### config.mk
export PLATFORM = sky130hd
export DESIGN_NAME = imem_loader
export DESIGN_NICKNAME = d
export VERILOG_FILES = /design/src/rtl/imem_loader.sv
export SDC_FILE = /design/constraint.sdc
export NUM_CORES = 1
export LEC_CHECK = 0
export CAP_MARGIN = 0
export CELL_PAD_IN_SITES_DETAIL_PLACEMENT = 0
export CELL_PAD_IN_SITES_GLOBAL_PLACEMENT = 1
export CORE_ASPECT_RATIO = 2
export CORE_MARGIN = 4
export CORE_UTILIZATION = 38
export CTS_CLUSTER_SIZE = 25
export DETAILED_ROUTE_END_ITERATION = 8
export PLACE_DENSITY_LB_ADDON = 0.15
export SLEW_MARGIN = 20
export SYNTH_ARGS = -nofsm -noshare
export SYNTH_HDL_FRONTEND = slang
export SYNTH_SLANG_ARGS = --single-unit
### constraint.sdc
create_clock -name clk_i -period 3.6 [get_ports clk_i]
set_input_delay 0.72 -clock clk_i [delete_from_list [all_inputs] [get_ports clk_i]]
set_output_delay 0.72 -clock clk_i [all_outputs]
set_load 0.05 [all_outputs]
### src/rtl/imem_loader.sv
// Instruction memory loader: zero-fills the instruction memory, then streams
// in a program through a valid/ready handshake, runs the CPU for a fixed
// number of cycles and halts.
//
// state | meaning
// ------+----------------------------------------------------------------
// CLEAR | writing zero to every word address, ascending, one per cycle
// LOAD  | accepting program words; ready low here means the final write is on the bus
// RUN   | cpu_start_o high, cycle_cnt_o counting up from 0
// DONE  | halted after RUN_CYCLES cycles, waiting for restart_i or reset
module imem_loader #(
  parameter int DEPTH      = 256,
  parameter int AW         = 8,
  parameter int RUN_CYCLES = 30
) (
  input  logic          clk_i,
  input  logic          rst_i,
  input  logic          restart_i,
  input  logic          load_valid_i,
  input  logic [31:0]   load_data_i,
  input  logic          load_last_i,
  output logic          load_ready_o,
  output logic          imem_we_o,
  output logic [AW-1:0] imem_addr_o,
  output logic [31:0]   imem_data_o,
  output logic          cpu_start_o,
  output logic [AW:0]   words_loaded_o,
  output logic [15:0]   cycle_cnt_o,
  output logic          done_o
);

  typedef enum logic [1:0] {CLEAR, LOAD, RUN, DONE} state_t;

  localparam logic [AW:0]   CLR_END  = (AW+1)'(DEPTH);
  localparam logic [AW-1:0] LAST_IDX = AW'(DEPTH - 1);
  localparam logic [15:0]   RUN_LAST = 16'(RUN_CYCLES - 1);
  localparam logic [15:0]   RUN_END  = 16'(RUN_CYCLES);

  state_t        state_q, state_d;
  logic [AW:0]   clr_q, clr_d;      // number of zero-fill writes already issued
  logic [AW-1:0] idx_q, idx_d;      // address for the next accepted program word
  logic          ready_d, we_d, start_d, done_d;
  logic [AW-1:0] addr_d;
  logic [31:0]   data_d;
  logic [AW:0]   words_d;
  logic [15:0]   cnt_d;
  logic          accept;

  // load_ready_o is only ever high in LOAD, so this is the handshake itself.
  assign accept = (state_q == LOAD) && load_ready_o && load_valid_i;

  // Next-state and next-output logic; every output is registered from here.
  always_comb begin
    state_d = state_q;
    clr_d   = clr_q;
    idx_d   = idx_q;
    ready_d = load_ready_o;
    we_d    = 1'b0;
    addr_d  = imem_addr_o;
    data_d  = imem_data_o;
    start_d = cpu_start_o;
    done_d  = done_o;
    words_d = words_loaded_o;
    cnt_d   = cycle_cnt_o;
    if (restart_i) begin
      // Restart wins over everything; the zero write to address 0 is issued
      // right away so a coincident acceptance never reaches the memory.
      state_d = CLEAR;
      we_d    = 1'b1;
      addr_d  = '0;
      data_d  = '0;
      clr_d   = (AW+1)'(1);
      idx_d   = '0;
      ready_d = 1'b0;
      start_d = 1'b0;
      done_d  = 1'b0;
      words_d = '0;
      cnt_d   = '0;
    end else begin
      case (state_q)
        CLEAR: begin
          if (clr_q == CLR_END) begin
            state_d = LOAD;
            ready_d = 1'b1;
            idx_d   = '0;
          end else begin
            we_d   = 1'b1;
            addr_d = clr_q[AW-1:0];
            data_d = '0;
            clr_d  = clr_q + 1'b1;
          end
        end
        LOAD: begin
          if (!load_ready_o) begin
            state_d = RUN;
            start_d = 1'b1;
            cnt_d   = '0;
          end else if (accept) begin
            we_d    = 1'b1;
            addr_d  = idx_q;
            data_d  = load_data_i;
            idx_d   = idx_q + 1'b1;
            words_d = words_loaded_o + 1'b1;
            if (load_last_i || (idx_q == LAST_IDX)) ready_d = 1'b0;
          end
        end
        RUN: begin
          if (cycle_cnt_o == RUN_LAST) begin
            state_d = DONE;
            start_d = 1'b0;
            done_d  = 1'b1;
            cnt_d   = RUN_END;
          end else begin
            cnt_d = cycle_cnt_o + 16'd1;
          end
        end
        DONE: begin
          state_d = DONE;
        end
        default: state_d = CLEAR;
      endcase
    end
  end

  // State and output registers, all cleared asynchronously by reset.
  always_ff @(posedge clk_i or posedge rst_i) begin
    if (rst_i) begin
      state_q        <= CLEAR;
      clr_q          <= '0;
      idx_q          <= '0;
      load_ready_o   <= 1'b0;
      imem_we_o      <= 1'b0;
      imem_addr_o    <= '0;
      imem_data_o    <= '0;
      cpu_start_o    <= 1'b0;
      done_o         <= 1'b0;
      words_loaded_o <= '0;
      cycle_cnt_o    <= '0;
    end else begin
      state_q        <= state_d;
      clr_q          <= clr_d;
      idx_q          <= idx_d;
      load_ready_o   <= ready_d;
      imem_we_o      <= we_d;
      imem_addr_o    <= addr_d;
      imem_data_o    <= data_d;
      cpu_start_o    <= start_d;
      done_o         <= done_d;
      words_loaded_o <= words_d;
      cycle_cnt_o    <= cnt_d;
    end
  end

endmodule

==> results.py <==
metrics = {
    "die": {
        "die-area_mm2": 0.0128,
        "fp-row-count": 53,
        "fp.dieH_um": 156,
        "boundaryPins": 106,
        "core_mm2": 0.0106,
        "die_w_um": 82.0,
        "start_util_pct": 39.2,
    },
    "logic_synthesis": {
        "synth_edf_count": 0,
        "avgSynthCellArea_um2": 11.1,
        "yosys-top-cells-area": "dfrtp_1 53%, a22o_1 7.2%, nor2_1 2.3%",
        "synth_top_cell_by_area": "dfrtp_1",
        "syn_nets": 418,
        "ys_seq_area_share_pct": 53.0,
        "ys_warn_count": 0,
        "ys_types": 57,
        "ys_ff_latch": 88,
        "async_flop_share_pct": 100,
        "synth_top_area_share_pct": 53.0,
        "synth_top_flop_cell": "dfrtp_1",
        "synth_cells": 375,
        "netlist_area_mm2": 0.00416,
    },
    "clock_network": {
        "cts_tree": "done",
        "cts_made_buffers": 9,
        "cts.sinks": 88,
        "clk_pin_slew_ns": 0.06,
        "insertion_delay_ns": 0.34,
        "clockRootBuffer": "clkbuf_16",
        "post-cts-setup-buffer-count": 0,
        "cts_max_level": 3,
        "holdBufCountCts": 0,
        "clockBufferDepth": 2,
        "post_cts_resized": 0,
    },
    "finish": {
        "syn_to_final_growth_pct": 35.7,
        "nFillCells": 1008,
        "nNetsFinal": 519,
        "layout_common_cells": "105 x clkdlybuf4s50_1, 88 x dfrtp_1, 34 x a22o_1, 25 x nor2_1",
        "drive_gt1_share_pct": 7.48,
        "diodes": 0,
        "post-route-util_pct": 53.2,
        "multiInputGateArea_mm2": 0.00178,
        "final_cells": 618,
        "final-seq-area_mm2": 0.00220,
        "final_common_cell": "clkdlybuf4s50_1",
    },
    "detailed_routing": {
        "wl_um": 10800,
        "drc": 0,
        "routed-via-count": 3374,
        "dr.pass1.iters": 4,
        "wire_per_inst_um": 17.5,
        "drt-vias-per-instance": 5.46,
        "ant_nets": 0,
        "drt_iter0_drc": 179,
    },
    "global_route": {
        "grt_max_degree": 47,
        "grtUsageTotal_pct": 18.0,
        "grt_pass1_vias": 3500,
        "overflow": 0,
        "antenna_found_initial": 0,
        "grt_pass1_wl_um": 17700,
    },
    "power_and_ir_drop": {
        "p_sw_uw": 891,
        "ir_worst_vdd_mv": 0.348,
        "clockPowerShare_pct": 36.2,
        "power_leakage_uw": 0.00239,
        "p_seq_share_pct": 39.9,
        "p_per_area_mw_per_mm2": 501,
        "switching_share_pct": 31.5,
        "internal-power_uw": 1930,
        "power_frac_comb_pct": 23.9,
        "power_uw": 2830,
    },
    "critical_path": {
        "cp.required_ns": 2.88,
        "r2r-start": "clr_q[0]",
        "crit_slowest_cell": "clkdlybuf4s50_1",
        "slowest_delay_ns": 0.86,
        "cp_top_family": "buffers and inverters",
        "crit_chain": "clkdlybuf4s50_1",
        "critPathBufInv": 1,
        "critical_path_arrival_ns": 1.70,
        "cp_max_fo": 7,
        "worst_setup_path_start_kind": "register",
        "cp-end-kind": "output port",
        "path_class": "register to output port",
        "startpoint": "cycle_cnt_o[5]",
    },
    "sta": {
        "setup_ws_ns": 1.18,
        "worst_pin_slew_ns": 1.02,
        "min_period_ns": 2.42,
        "rsz0062_at_grt": "no",
        "slew_headroom_pct": 31.7,
        "fmax_mhz": 414,
        "slew_viol_final": 0,
        "fin_skew_ns": 0.00492,
        "fin_setup_tns_ns": 0,
        "setup_viol": 0,
        "post-route-period-util_pct": 67.1,
        "hold_viol": 0,
    },
    "worst_hold_path": {
        "hp-class": "register to register",
        "hp-start": "imem_addr_o[3]",
    },
    "flow_run": {
        "maxCapViolCount": 0,
    },
    "placement": {
        "place_inst": 602,
        "portBuffers": 105,
        "gp_congestion": 0.799,
        "place_hpwl_um": 7880,
        "pre_cts_ws_ns": 0.954,
    },
    "status": {
        "status": "finished, final reports clean",
    },
}
[cell usage after synthesis, types with 9 or more instances]
cell / count
a22o_1: 34
nand2_1: 18
a21oi_1: 18
nand4_1: 13
nand3_1: 13
nor2_1: 26
dfrtp_1: 88
mux2i_1: 9
o21ai_1: 13
[worst paths after layout]
kind / to / slack [ns] / depth (start not counted)
min in group asynchronous: imem_we_o / 0.83 / 2
max reg2reg: imem_data_o[26] / 1.49 / 7
max: cycle_cnt_o[5] / 1.18 / 1
max in group asynchronous: load_ready_o / 2.06 / 3
min reg2reg: imem_addr_o[3] / 0.50 / 1
min: imem_addr_o[3] / 0.50 / 1
[cell families after synthesis]
| logic type | synth area share [%] |
|---|---|
| and+or+nand+nor | 15.6 |
| AOI/OAI and AO/OA | 19.9 |
| DFF | 53.0 |
| buffers and inverters | 4.30 |
| xor gates and xnor gates | 2.74 |
| muxes | 2.71 |
| adders and majority gates | 1.81 |
[stage by stage]
| step | area (um2) | hold WS [ns] |
|---|---|---|
| final | 5640 | 0.497 |
| after detailed placement | 5310 | 0.477 |
| after global routing | 5640 | 0.511 |
| after CTS | 5640 | 0.497 |
| after floorplan | 4160 | 0.462 |
| after global placement | 5310 | 0.479 |
[power groups by stage]
stage | sequential [uW] | clock (uW) | combinational [uW]
final | 1130 | 1020 | 675
after global routing | 1140 | 1090 | 733
after CTS | 1130 | 1050 | 683
after detailed placement | 1140 | 0 | 680
after global placement | 1140 | 0 | 677
after floorplan | 1210 | 0 | 413
[area by class of cell]
| type | count | share of cell area [%] |
|---|---|---|
| sequential | 88 | 39.0 |
| multi-input combinational | 255 | 31.5 |
| timing repair buffer | 113 | 19.9 |
| clock buffer | 11 | 4.48 |
| tap | 137 | 3.04 |
| clock inverter | 5 | 1.40 |
| inverter | 9 | 0.621 |
[state kept, by name, summed over array words and instances, names as in the netlist]
register and cells:
clr_q 9, cpu_start_o 1, imem_we_o 1, imem_addr_o 8, done_o 1, load_ready_o 1
cycle_cnt_o 16, state_q 2, imem_data_o 32, words_loaded_o 9, idx_q 8
[per-layer routing]
layer | routed length (um) | global-route usage, % | vias up
met5 | 0 | 0 | -
met3 | 401 | 3.47 | 13
met1 | 4080 | 20.4 | 1678
li1 | - | - | 1602
met4 | 179 | 6.18 | 0
met2 | 6170 | 32.6 | 81
Note: power is estimated with default switching activity, not from simulation.
